**src/rtl/f_stage_if.sv**
```systemverilog
// f_stage_if
// Instruction-memory bus between the fetch stage and a synchronous IM.
//   im_addr  : byte address presented this cycle (fetch -> IM)
//   im_rdata : word for the address presented in the previous cycle (IM -> fetch)
// Modports: master = fetch stage, slave = instruction memory.
interface f_stage_if;
    logic [31:0] im_addr;
    logic [31:0] im_rdata;

    modport master (output im_addr, input im_rdata);
    modport slave  (input im_addr, output im_rdata);
endinterface

```
**src/rtl/f_stage.sv**
```systemverilog
// f_stage
// MIPS fetch stage. Owns the program counter, drives the synchronous
// instruction memory and presents F_PC / F_I to the IF/ID register.
// Redirects are resolved from the instruction in D using the delay-slot rule.
//
// Ports:
//   clk, reset         : clock, synchronous active-high reset
//   WE                 : pipeline enable (0 = stall, F_PC/F_I held)
//   D_Branch           : branch class of the instruction in D
//   D_I, D_PC          : instruction and PC in D
//   D_rs_fw, D_rt_fw   : forwarded GPR[rs], GPR[rt] for the instruction in D
//   im                 : IM bus (master side): im_addr out, im_rdata in
//   F_PC, F_I          : PC and instruction currently in F
//   f_exc, f_exc_pc    : sticky fetch-fault flag and PC of the first fault
//
// Optional feature: define FETCH_RANGE_CHECK_EN to enable the fetch
// alignment/range check. Without it f_exc/f_exc_pc are tied to 0.
module f_stage #(
    parameter logic [31:0] RESET_PC = 32'h0000_3000,
    parameter logic [31:0] IM_BASE  = 32'h0000_3000,
    parameter int          IM_WORDS = 4096
) (
    input  logic         clk,
    input  logic         reset,
    input  logic         WE,
    input  logic [3:0]   D_Branch,
    input  logic [31:0]  D_I,
    input  logic [31:0]  D_PC,
    input  logic [31:0]  D_rs_fw,
    input  logic [31:0]  D_rt_fw,
    f_stage_if.master    im,
    output logic [31:0]  F_PC,
    output logic [31:0]  F_I,
    output logic         f_exc,
    output logic [31:0]  f_exc_pc
);

    localparam logic [3:0] BR_BEQ  = 4'd1;
    localparam logic [3:0] BR_BNE  = 4'd2;
    localparam logic [3:0] BR_BGEZ = 4'd3;
    localparam logic [3:0] BR_BGTZ = 4'd4;
    localparam logic [3:0] BR_BLEZ = 4'd5;
    localparam logic [3:0] BR_BLTZ = 4'd6;
    localparam logic [3:0] BR_JAL  = 4'd7;
    localparam logic [3:0] BR_REG  = 4'd8;

    logic [31:0] d_pc_plus4;
    logic [31:0] br_target;
    logic [31:0] jal_target;
    logic        rs_neg;
    logic        rs_zero;
    logic        taken;
    logic [31:0] npc;
    logic [31:0] next_pc;

    // Opcode bits of D_I are decoded upstream; only imm16/index26 matter here.
    logic unused_d_i;
    assign unused_d_i = ^D_I[31:26];

    assign d_pc_plus4 = D_PC + 32'd4;
    assign br_target  = d_pc_plus4 + {{14{D_I[15]}}, D_I[15:0], 2'b00};
    assign jal_target = {d_pc_plus4[31:28], D_I[25:0], 2'b00};
    assign rs_neg     = D_rs_fw[31];
    assign rs_zero    = (D_rs_fw == 32'd0);

    always_comb begin
        taken = 1'b0;
        npc   = F_PC + 32'd4;
        case (D_Branch)
            BR_BEQ:  taken = (D_rs_fw == D_rt_fw);
            BR_BNE:  taken = (D_rs_fw != D_rt_fw);
            BR_BGEZ: taken = !rs_neg;
            BR_BGTZ: taken = !rs_neg && !rs_zero;
            BR_BLEZ: taken = rs_neg || rs_zero;
            BR_BLTZ: taken = rs_neg;
            BR_JAL:  npc   = jal_target;
            BR_REG:  npc   = D_rs_fw;
            default: taken = 1'b0;   // codes 0 and 9..15: sequential fetch
        endcase
        if (taken) begin
            npc = br_target;
        end
    end

    // im_addr is exactly the value F_PC takes at the next edge, so the
    // registered IM read always lines up with F_PC without a skid buffer.
    always_comb begin
        if (reset) begin
            next_pc = RESET_PC;
        end else if (!WE) begin
            next_pc = F_PC;
        end else begin
            next_pc = npc;
        end
    end

    assign im.im_addr = next_pc;

    always_ff @(posedge clk) begin
        if (reset) begin
            F_PC <= RESET_PC;
        end else begin
            F_PC <= next_pc;
        end
    end

`ifdef FETCH_RANGE_CHECK_EN
    localparam logic [32:0] IM_LIMIT = {1'b0, IM_BASE} + 33'(4 * IM_WORDS);

    logic fault;
    assign fault = (F_PC[1:0] != 2'b00) ||
                   (F_PC < IM_BASE) ||
                   ({1'b0, F_PC} >= IM_LIMIT);

    assign F_I = (reset || fault) ? 32'd0 : im.im_rdata;

    // Only the first fault is recorded; later faults leave the capture alone.
    always_ff @(posedge clk) begin
        if (reset) begin
            f_exc    <= 1'b0;
            f_exc_pc <= 32'd0;
        end else if (fault && WE && !f_exc) begin
            f_exc    <= 1'b1;
            f_exc_pc <= F_PC;
        end
    end
`else
    assign F_I      = reset ? 32'd0 : im.im_rdata;
    assign f_exc    = 1'b0;
    assign f_exc_pc = 32'd0;
`endif

endmodule

```
**src/flat_wrapper.sv**
```systemverilog
// flat-port wrapper written by rule: the top's interface ports become plain ports
module f_stage_flat 
#(
    parameter logic [31:0] RESET_PC = 32'h0000_3000,
    parameter logic [31:0] IM_BASE  = 32'h0000_3000,
    parameter int          IM_WORDS = 4096
)
  (clk, reset, WE, D_Branch, D_I, D_PC, D_rs_fw, D_rt_fw, F_PC, F_I, f_exc, f_exc_pc, im_im_addr, im_im_rdata);
  f_stage_if im_i ();
  input  logic clk;
  input  logic reset;
  input  logic WE;
  input  logic [3:0] D_Branch;
  input  logic [31:0] D_I;
  input  logic [31:0] D_PC;
  input  logic [31:0] D_rs_fw;
  input  logic [31:0] D_rt_fw;
  output logic [31:0] F_PC;
  output logic [31:0] F_I;
  output logic f_exc;
  output logic [31:0] f_exc_pc;
  output wire logic [$bits(im_i.im_addr)-1:0] im_im_addr;
  input wire logic [$bits(im_i.im_rdata)-1:0] im_im_rdata;
  assign im_im_addr = im_i.im_addr;
  assign im_i.im_rdata = im_im_rdata;
  f_stage #(.RESET_PC(RESET_PC), .IM_BASE(IM_BASE), .IM_WORDS(IM_WORDS)) u_core (.clk(clk), .reset(reset), .WE(WE), .D_Branch(D_Branch), .D_I(D_I), .D_PC(D_PC), .D_rs_fw(D_rs_fw), .D_rt_fw(D_rt_fw), .im(im_i), .F_PC(F_PC), .F_I(F_I), .f_exc(f_exc), .f_exc_pc(f_exc_pc));
endmodule
```
**config.mk**
```make
export PLATFORM = sky130hd
export DESIGN_NAME = f_stage_flat
export DESIGN_NICKNAME = d
export VERILOG_FILES = /design/src/rtl/f_stage_if.sv /design/src/rtl/f_stage.sv /design/src/flat_wrapper.sv
export SDC_FILE = /design/constraint.sdc
export NUM_CORES = 1
export LEC_CHECK = 0
export CORE_MARGIN = 4
export CORE_UTILIZATION = 45
export CTS_BUF_LIST = sky130_fd_sc_hd__clkbuf_16
export DETAILED_ROUTE_END_ITERATION = 10
export PLACE_DENSITY = 0.94
export SLEW_MARGIN = 20
export SYNTH_ARGS = -nofsm -noshare
export SYNTH_HDL_FRONTEND = slang
export SYNTH_SLANG_ARGS = --single-unit
```
**constraint.sdc**
```tcl
create_clock -name clk -period 8.75 [get_ports clk]
set_input_delay 1.75 -clock clk [delete_from_list [all_inputs] [get_ports clk]]
set_output_delay 1.75 -clock clk [all_outputs]
set_load 0.01 [all_outputs]
```
# Word-level counts from Yosys, hierarchy flattened
# Index checks and enable logic that the tools add are counted.
# op_classes
eq_ne,10
reduce_logical,5
div,0
bitwise_logic,0
mux,6
magnitude_cmp,0
mul,0
shift,0
addsub,3
# ops
operator,count
two-way mux 32 bit,4
adder 32 x 3 -> 32 bit (second input constant),2
one-hot mux 32 bit (2 select lines),1
adder 32 bit,1
== test 32 bit,1
zero test 32 bit,1
inequality test 32 bit,1
== test 4 x 3 -> 1 bit (second input constant),4
== test 4 x 2 -> 1 bit (second input constant),2
one-hot mux 1 bit (6 select lines),1
== test 4 x 1 -> 1 bit (second input constant),1
== test 4 bit (second input constant),1
zero test 1 bit,2
logical AND 1 bit,1
logical OR 1 bit,1
# word_totals
rom_bits,0
input_bits,167
out_inout_bits,129
mem_bits_rw,0
latch_bits,0
regBits,32
word_cells,25
n_memories,0

# Logic depth before layout (Yosys ltp)
# Gate-level depths: netlist of the first run.
# depth
ltp_word,7
ltp_mapped,16

# Worst setup path before layout of the first run
# OpenSTA, ideal clock, no wires.
# synth_path
path_type,input to output
startpoint,input D_PC[13]
endpoint,output im_im_addr[29]
path_slack_ps,2452
arrival_time_ps,4548
stages,15
n_path_buf,1
t_required_ps,7000
cell_sequence,and4_1 -> nand4_2 -> nor2_1 -> nand2_1 -> xnor2_1 -> ha_1 -> clkbuf_1 -> a21o_1 -> a21o_1 -> a2111oi_0 -> nor3_1 -> o41ai_2 -> xor2_1 -> nor2_1 -> a311o_1
# synth_between
elab_chain_len,5
word_cells_on_any_way,6
# synth_lines
element,line_no,text
start: declaration,flat_wrapper.sv:15,input logic [31:0] D_PC;
adder 32 x 3 -> 32 bit (*),f_stage.sv:60,assign d_pc_plus4 = D_PC + 32'd4;
adder 32 bit or one-hot mux 32 bit (2 select lines) (tied branches),"f_stage.sv:61, f_stage.sv:69",
two-way mux 32 bit (*),f_stage.sv:80,if (taken) begin
two-way mux 32 bit (*),f_stage.sv:90,end else if (!WE) begin
two-way mux 32 bit (*),f_stage.sv:88,if (reset) begin
end: declaration,flat_wrapper.sv:22,output wire logic [$bits(im_i.im_addr)-1:0] im_im_addr;
# Every way passes the cells marked *; elsewhere a longest branch is shown, timed or not.

# Final worst setup path of the first run
# layout_path
startpoint,input D_PC[2]
endpoint,output im_im_addr[27]
# layout_between
elab_chain_len,5
# layout_lines
element,line_no,text
adder 32 x 3 -> 32 bit,f_stage.sv:60,
adder 32 bit,f_stage.sv:61,"assign br_target = d_pc_plus4 + {{14{D_I[15]}}, D_I[15:0], 2'b00};"
two-way mux 32 bit,f_stage.sv:80,
two-way mux 32 bit,f_stage.sv:90,
two-way mux 32 bit,f_stage.sv:88,
# No other way between the ends.

==> metrics.md, run 1 <==
| Metric | Value |
|---|---|
| Status | `complete, no violations` |
| Initial Util | `45.7%` |
| Worst path arrival time | `6.28 ns` |
| Ys async rst share | `0%` |
| Clk slew on worst S/H paths | `0.06 ns` |
| H-tree levels | `2` |
| WP data required | `7.00 ns` |
| Primary FF master, synth | `dfxtp_1` |
| Top post-synthesis cells by area | `xnor2_1, dfxtp_1, ha_1, xor2_1, o21ai_0` |
| Actual slew at the worst max-slew pin | `1.07 ns` |
| Area grow syn2layout | `46.8%` |
| PwrDens | `99.2 nW/um^2` |
| RSZ-0062 raised after global routing | `no` |
| Layout filler cell count | `1068` |
| Vias in the first global route | `6507` |
| Hold Path Sink | `u_core.F_PC[1]` |
| Global-route wire length before repair | `34.9 mm` |
| Kind of critical path | `primary input to output pin` |
| Fmax | `125 MHz` |
| Area of the multi-input gates | `4760 um^2` |
| Fin Setup TNS | `0 ns` |
| Final Critical Period | `8.03 ns` |
| Leakage | `3.00 nW` |
| R2R Path End | `u_core.F_PC[30]` |
| DRT Pass-1 Iters | `8` |
| Setup Viol. Count Final | `0` |
| DR vias | `7242` |
| Slew Limit Fails | `0` |
| Design area | `8440 um^2` |
| Gr ovfl total | `0` |
| IO Port Bufs | `256` |
| Initial antenna violation count | `0` |
| Post-route DRC | `0` |
| Worst Setup Start Kind | `primary input` |
| Core box area | `12600 um^2` |
| Flops & latches, synth | `32` |
| Hold Crit Class | `flop to flop` |
| Clk root buf | `clkbuf_16` |
| Max FFs per register | `32` |
| Cell Area, Placed | `8270 um^2` |
| Skew-Pair Late Insertion Delay | `0.28 ns` |
| Top-area cell type share of the netlist area | `11.6%` |
| Reg2Reg Setup Slack | `6.08 ns` |
| Initial DRC count | `727` |
| Max-cap viol count | `0` |
| Final #Nets | `1235` |
| Commonest cells after routing, fill and taps aside | `clkdlybuf4s50_1, xnor2_1, o21ai_0` |
| Avg Cell Area, Syn | `7.15 um^2` |
| TritonCTS buffer count | `5` |
| Worst Hold Path Cells | `2` |
| Final hold vios | `0` |
| CP max FO | `7` |
| Deepest clock path buffer count | `2` |
| Clock Skews | `0.00614 ns` |
| Register cell area after layout | `641 um^2` |
| Die area | `14600 um^2` |
| Relative slew slack | `28.4%` |
| Largest net degree at the start of global routing | `79` |
| GRT Overall Usage | `29.9%` |
| Detailed-route wire length | `23.5 mm` |
| Diode count | `0` |
| Wire per inst | `19.5 um` |
| Cts repair resizes | `0` |
| Worst r2r src | `u_core.F_PC[3]` |
| Unique cell type count in the Yosys netlist | `64` |
| Vias/cell | `6.01` |
| Placer Congestion | `0.961` |
| ANT nets after route | `0` |
| Most flop-heavy register | `u_core.F_PC` |
| Commonest non-fill, non-tap cell in the layout | `clkdlybuf4s50_1` |
| Synth area leader | `xnor2_1` |
| Hold buffers post-CTS | `0` |
| Die height | `121 um` |
| CP endpoint kind | `output pin` |
| CTS tree | `yes` |
| Num Clock Sinks | `32` |
| IO Count | `296` |
| Largest registers | `u_core.F_PC x32` |
| Hold path startpoint | `u_core.F_PC[1]` |
| Layout cells sized above 1 | `2.71%` |
| Sequential fraction of the synthesis area | `11.1%` |
| VDD IR max | `0.0629 mV` |
| Worst r2r path cells | `8` |
| Setup bufs post-CTS | `0` |
| Syn Std Cell Area | `5750 um^2` |
| Period utilization | `91.8%` |
| Syn Inst Count | `804` |
| Num rows | `41` |
| Detailed Place HPWL | `19.7 mm` |
| Synth warnings | `0` |
| EDFF count, synth | `0` |
| Die W | `121 um` |
critical path, cell delays in order:
cell and delay (ns):
clkdlybuf4s50_1 0.56, ha_1 0.24, nand3_1 0.19, nor2_1 0.19
nand2_1 0.08, xnor2_1 0.13, ha_1 0.39, a21o_1 0.23
a21o_1 0.20, a2111oi_0 0.50, nor3_1 0.18, nor2_1 0.15
xnor2_1 0.15, mux2i_1 0.15, a211oi_1 0.54, clkdlybuf4s50_1 0.65
area by class of cell:
cell class	count	area share (%)
clock buffer	5	1.48
tap	172	2.55
multi-input combinational	715	56.5
timing repair buffer	262	30.8
sequential	32	7.59
clock inverter	3	0.445
inverter	15	0.667
power breakdown:
group	internal, mW	switching [mW]	leakage, nW
Sequential	0.158	0.0201	0.264
Clock	0.132	0.0671	0.0789
Combinational	0.223	0.237	2.66
Total	0.513	0.324	3.00
through the flow:
step / hold WS (ns) / power, mW / util, % / setup WS (ns) / std cells
2_1_floorplan: 0.511 / 0.422 / - / 2.45 / 836
3_3_place_gp: 0.487 / 0.619 / 65.8 / 0.889 / 1196
3_5_place_dp: 0.515 / 0.628 / 65.8 / 0.811 / 1196
4_1_cts: 0.523 / 0.826 / 67.1 / 0.806 / 1204
5_1_grt: 0.545 / 0.877 / 67.1 / 0.519 / 1204
6_report: 0.519 / 0.837 / 67.1 / 0.721 / 1204
logic make-up after synthesis:
kind of cell / Yosys count / synth area share [%]
buffers and inverters: 89 / 8.28
flip-flops: 32 / 11.1
multiplexers: 7 / 1.24
AND/OR/NAND/NOR: 285 / 26.7
AO/OA/AOI/OAI: 243 / 27.6
XOR/XNOR: 110 / 16.8
adder cells (fa/ha/maj): 37 / 8.19
other: 1 / 0.0653
synth_stat cells (all sizes together) (5+ instances only):
library cell  instances
inv                  15
buf                  37
nand2                46
a21o                  8
a22o                  5
mux2i                 6
a21oi                45
nor2b                36
xnor2                76
dfxtp                32
nand4                36
o211ai               18
nor2                 58
o21ai                66
ha                   36
nand3                31
and4                  7
and3                 11
or3                   6
nor3b                 5
a22oi                27
a211oi               36
clkbuf               37
nor3                 18
nor4                 15
xor2                 34
nand2b                7
routing by layer:
metal	vias up	routed length (um)	part of all wire, %	track usage, %
li1	3382	-	-	-
met1	3295	8920	38	38.4
met2	498	11000	47	50.2
met3	67	2520	11	4.43
met4	0	1010	4.3	12.1
met5	-	0	0	0
how the worst max path moves through the flow:
stage,startpoint,to,slack [ns],cells past startpoint
6_report,D_PC[2],im_im_addr[27],0.72,16
3_3_place_gp,D_PC[2],im_im_addr[27],0.89,16
3_5_place_dp,D_PC[2],im_im_addr[27],0.81,16
4_1_cts,D_PC[2],im_im_addr[27],0.81,16
2_1_floorplan,D_PC[13],im_im_addr[29],2.45,15
5_1_grt,D_PC[2],im_im_addr[27],0.52,16
(Power assumes the default switching activity.)
==> run 2: changes to the inputs <==
- CORE_ASPECT_RATIO: unset -> 1.1
- CORE_UTILIZATION: 45 -> 40
- PLACE_DENSITY: 0.94 -> 0.86
==> metrics.md, run 2 (same netlist as run 1, synthesis figures left out) <==
| Metric | Value |
|---|---|
| VDD IR max | `0.0660 mV` |
| Initial Util | `41.1%` |
| IO Port Bufs | `256` |
| Vias in the first global route | `6495` |
| GRT Overall Usage | `27.0%` |
| Detailed-route wire length | `23.7 mm` |
| Slowest library cell on the worst path | `clkdlybuf4s50_1` |
| Max FFs per register | `32` |
| Global-route wire length before repair | `34.9 mm` |
| CP max FO | `7` |
| Setup slack after layout | `0.896 ns` |
| IO Count | `296` |
| Bufs and invs on worst path | `2` |
| RSZ-0062 raised after global routing | `no` |
| Initial antenna violation count | `1` |
| Fin Setup TNS | `0 ns` |
| Worst r2r src | `u_core.F_PC[8]` |
| Actual slew at the worst max-slew pin | `0.918 ns` |
| Cts repair resizes | `0` |
| Most flop-heavy register | `u_core.F_PC` |
| Status | `complete, no violations` |
| Clk slew on worst S/H paths | `0.05 ns` |
| Die height | `134 um` |
| Worst r2r path cells | `7` |
| Slew Limit Fails | `0` |
| Core box area | `14000 um^2` |
| Commonest cells after routing, fill and taps aside | `clkdlybuf4s50_1, xnor2_1, o21ai_0` |
| R2R Path End | `u_core.F_PC[29]` |
| PwrDens | `96.1 nW/um^2` |
| Relative slew slack | `38.6%` |
| WP data required | `7.00 ns` |
| Detailed Place HPWL | `19.9 mm` |
| Initial DRC count | `646` |
| ANT nets after route | `0` |
| CP peak stage delay | `0.58 ns` |
| Layout cells sized above 1 | `2.81%` |
| Gr ovfl total | `0` |
| Die area | `16300 um^2` |
| Critical path's top delay family | `compound AO/OA/AOI/OAI gates` |
| Clk root buf | `clkbuf_16` |
| Hold Crit Class | `flop to flop` |
| Reg2Reg Setup Slack | `6.09 ns` |
| Vias/cell | `5.80` |
| Commonest non-fill, non-tap cell in the layout | `clkdlybuf4s50_1` |
| Kind of critical path | `primary input to output pin` |
| Worst Setup Start Kind | `primary input` |
| Setup Viol. Count Final | `0` |
| Max-cap viol count | `0` |
| Final hold vios | `0` |
| GR Util met1 | `34.2%` |
| Wire per inst | `19.4 um` |
| DR vias | `7079` |
| Post-route DRC | `0` |
| H-tree levels | `2` |
| Largest registers | `u_core.F_PC x32` |
| Dpl ws | `0.988 ns` |
| Skew-Pair Late Insertion Delay | `0.28 ns` |
| Worst path arrival time | `6.10 ns` |
| TritonCTS buffer count | `5` |
| Largest net degree at the start of global routing | `70` |
| GRT Max-Usage Layer | `met2` |
| Fmax | `127 MHz` |
| Leakage | `2.99 nW` |
| Setup bufs post-CTS | `0` |
| CTS tree | `yes` |
| Num rows | `45` |
| Die W | `122 um` |
| Final #Nets | `1235` |
| Deepest clock path buffer count | `2` |
| Period utilization | `89.8%` |
| Global Route met2 Usage | `45.3%` |
| Placer Congestion | `0.989` |
| CP endpoint kind | `output pin` |
| DRT Pass-1 Iters | `6` |
| Clock Skews | `0.00420 ns` |
| Worst Hold Path Cells | `2` |
| Hold Path Sink | `u_core.F_PC[0]` |
| CP Cell Sequence | `clkdlybuf4s50_1, ha_1, nand3_1, nor2_1, xor2_1, ha_1, a21oi_1, o2111ai_1, a21oi_1, o21ai_0, o41ai_2, xor2_1, nor2_1, a311o_1, clkdlybuf4s50_1` |
| Hold buffers post-CTS | `0` |
| Final Critical Period | `7.85 ns` |
| Met3 Usage GRT | `4.29%` |
| Hold path startpoint | `u_core.F_PC[0]` |
| Num Clock Sinks | `32` |
| Area grow syn2layout | `46.8%` |
run 2: metrics by stage:
stage / area (um^2) / total power [mW] / util [%] / cells / hold slack, ns
floorplan: 5870 / 0.422 / - / 836 / 0.511
global placement: 8290 / 0.624 / 59.4 / 1212 / 0.489
detailed placement: 8290 / 0.630 / 59.4 / 1212 / 0.497
CTS: 8430 / 0.804 / 60.4 / 1220 / 0.510
global route: 8430 / 0.854 / 60.4 / 1221 / 0.557
finish: 8430 / 0.811 / 60.4 / 1221 / 0.514
run 2: worst max-delay path by stage:
| stage | startpoint | end | depth (start not counted) |
|---|---|---|---|
| after global routing | D_PC[2] | im_im_addr[25] | 15 |
| after detailed placement | D_PC[2] | im_im_addr[27] | 16 |
| final | D_PC[2] | im_im_addr[29] | 15 |
| after floorplan | D_PC[13] | im_im_addr[29] | 15 |
| after CTS | D_PC[2] | im_im_addr[27] | 16 |
| after global placement | D_PC[2] | im_im_addr[27] | 16 |
run 2: layout make-up:
type                            count  area (um^2)
Inverter                           15         56.3
Clock buffer                        5          125
Sequential cell                    32          641
Timing Repair Buffer              262         2600
Antenna cell                        1         2.50
Fill cell                        1291         5530
Multi-Input combinational cell    715         4760
Tap cell                          188          235
Clock inverter                      3         13.8
run 2: worst min-delay path: stages (launching register included):
cell and delay, ns:
dfxtp_1 0.33, nand2_1 0.07, o21ai_0 0.07
run 2: power breakdown:
| part | switching (mW) | leakage, nW | internal [mW] | total (mW) |
|---|---|---|---|---|
| registers | 0.0204 | 0.264 | 0.158 | 0.178 |
| logic | 0.236 | 2.66 | 0.222 | 0.458 |
| clock network | 0.0706 | 0.0710 | 0.103 | 0.174 |
run 2: layer usage:
metal	wire [um]	vias to the layer above	share of wire [%]
li1	-	3395	-
met5	0	-	0
met3	2550	45	11
met1	9240	3211	39
met2	11000	428	47
met4	886	0	3.7
==> run 3: changes to the inputs <==
- CTS_BUF_LIST: sky130_fd_sc_hd__clkbuf_16 -> sky130_fd_sc_hd__clkbuf_4 sky130_fd_sc_hd__clkbuf_8
- SLEW_MARGIN: 20 -> 25
==> metrics.md, run 3 (same netlist as run 1, synthesis figures left out) <==
| Metric | Value |
|---|---|
| Placed Cells | `1212` |
| Worst r2r path cells | `7` |
| Largest registers | `u_core.F_PC x32` |
| Fmax | `127 MHz` |
| Initial DRC count | `717` |
| TritonCTS buffer count | `5` |
| Die area | `16300 um^2` |
| Leakage | `2.97 nW` |
| Worst r2r src | `u_core.F_PC[8]` |
| Initial antenna violation count | `1` |
| RSZ-0062 raised after global routing | `no` |
| DRT Pass-1 Iters | `7` |
| Relative slew slack | `39.9%` |
| Max FFs per register | `32` |
| Setup Viol. Count Final | `0` |
| Num Clock Sinks | `32` |
| GRT Overall Usage | `26.9%` |
| Worst Setup Start Kind | `primary input` |
| Cts repair resizes | `0` |
| Gr ovfl total | `0` |
| Clock Skews | `0.00814 ns` |
| Final Util | `60.1%` |
| Post-Layout Cell Count | `1221` |
| Commonest cells after routing, fill and taps aside | `clkdlybuf4s50_1, xnor2_1, o21ai_0` |
| Actual slew at the worst max-slew pin | `0.897 ns` |
| Hold Path Sink | `u_core.F_PC[0]` |
| Hold path startpoint | `u_core.F_PC[0]` |
| Core box area | `14000 um^2` |
| Period utilization | `89.9%` |
| Final hold vios | `0` |
| Wire per inst | `19.4 um` |
| ANT nets after route | `0` |
| Global-route wire length before repair | `34.7 mm` |
| Detailed Place HPWL | `19.9 mm` |
| PwrDens | `91.1 nW/um^2` |
| Kind of critical path | `primary input to output pin` |
| IO Count | `296` |
| Layout cells sized above 1 | `2.91%` |
| Die height | `134 um` |
| Worst path arrival time | `6.12 ns` |
| Commonest non-fill, non-tap cell in the layout | `clkdlybuf4s50_1` |
| Reg2Reg Setup Slack | `6.11 ns` |
| Hold buffers post-CTS | `0` |
| CP Launch Point | `D_PC[2]` |
| Detailed-route wire length | `23.7 mm` |
| Slew Limit Fails | `0` |
| VDD IR max | `0.0666 mV` |
| Post-route DRC | `0` |
| CP endpoint kind | `output pin` |
| Num rows | `45` |
| Clk slew on worst S/H paths | `0.07 ns` |
| Vias in the first global route | `6507` |
| Area grow syn2layout | `46.0%` |
| Final Critical Period | `7.87 ns` |
| Dpl ws | `0.988 ns` |
| Worst Hold Path Cells | `2` |
| Final #Nets | `1235` |
| Deepest clock path buffer count | `2` |
| Most flop-heavy register | `u_core.F_PC` |
| CTS tree | `yes` |
| DR vias | `7056` |
| Hold Crit Class | `flop to flop` |
| Status | `complete, no violations` |
| R2R Path End | `u_core.F_PC[29]` |
| Largest net degree at the start of global routing | `70` |
| Initial Util | `41.1%` |
| Setup bufs post-CTS | `0` |
| Setup slack after layout | `0.879 ns` |
| CP max FO | `7` |
| WP data required | `7.00 ns` |
| Placer Congestion | `0.989` |
| Die W | `122 um` |
| H-tree levels | `2` |
| Vias/cell | `5.78` |
| IO Port Bufs | `256` |
| Skew-Pair Late Insertion Delay | `0.30 ns` |
| Clk root buf | `clkbuf_8` |
| Max-cap viol count | `0` |
| Fin Setup TNS | `0 ns` |
==> run 3: layout make-up <==
| class | count | area (um^2) |
|---|---|---|
| Antenna cell | 1 | 2.50 |
| Timing Repair Buffer | 262 | 2600 |
| Sequential cell | 32 | 641 |
| Clock buffer | 6 | 82.6 |
| Fill cell | 1295 | 5580 |
| Tap cell | 188 | 235 |
| Inverter | 15 | 56.3 |
| Clock inverter | 2 | 10.0 |
| Multi-Input combinational cell | 715 | 4760 |
==> run 3: worst max-delay path by stage <==
stage | slack [ns] | end | cells past startpoint
2_1_floorplan | 2.45 | im_im_addr[29] | 15
3_3_place_gp | 1.02 | im_im_addr[27] | 16
3_5_place_dp | 0.99 | im_im_addr[27] | 16
4_1_cts | 0.97 | im_im_addr[27] | 16
5_1_grt | 0.58 | im_im_addr[25] | 15
6_report | 0.88 | im_im_addr[29] | 15
==> run 3: metal layers <==
layer | GRT usage (%) | wire, um | vias to the layer above
li1 | - | - | 3394
met1 | 33.7 | 9190 | 3186
met2 | 44.4 | 10900 | 428
met3 | 4.46 | 2550 | 48
met4 | 13.1 | 1060 | 0
met5 | 0 | 0 | -
==> run 3: worst max-delay path, stage by stage <==
cell             delay [ns]
clkdlybuf4s50_1        0.59
ha_1                   0.25
nand3_1                0.22
nor2_1                 0.20
xor2_1                 0.16
ha_1                   0.33
a21oi_1                0.36
o2111ai_1              0.17
a21oi_1                0.31
o21ai_0                0.26
o41ai_2                0.37
xor2_1                 0.21
nor2_1                 0.10
a311o_1                0.35
clkdlybuf4s50_1        0.49
==> run 3: through the flow <==
step / cell area (um^2) / hold slack [ns] / power, mW
floorplan: 5870 / 0.511 / 0.422
global placement: 8290 / 0.489 / 0.624
detailed placement: 8290 / 0.497 / 0.630
CTS: 8390 / 0.513 / 0.758
global route: 8390 / 0.560 / 0.807
finish: 8390 / 0.515 / 0.764
==> run 3: where the power goes <==
part	internal (mW)	switching (mW)
sequential	0.158	0.0199
clock	0.0629	0.0650
combinational	0.222	0.237
total	0.443	0.322
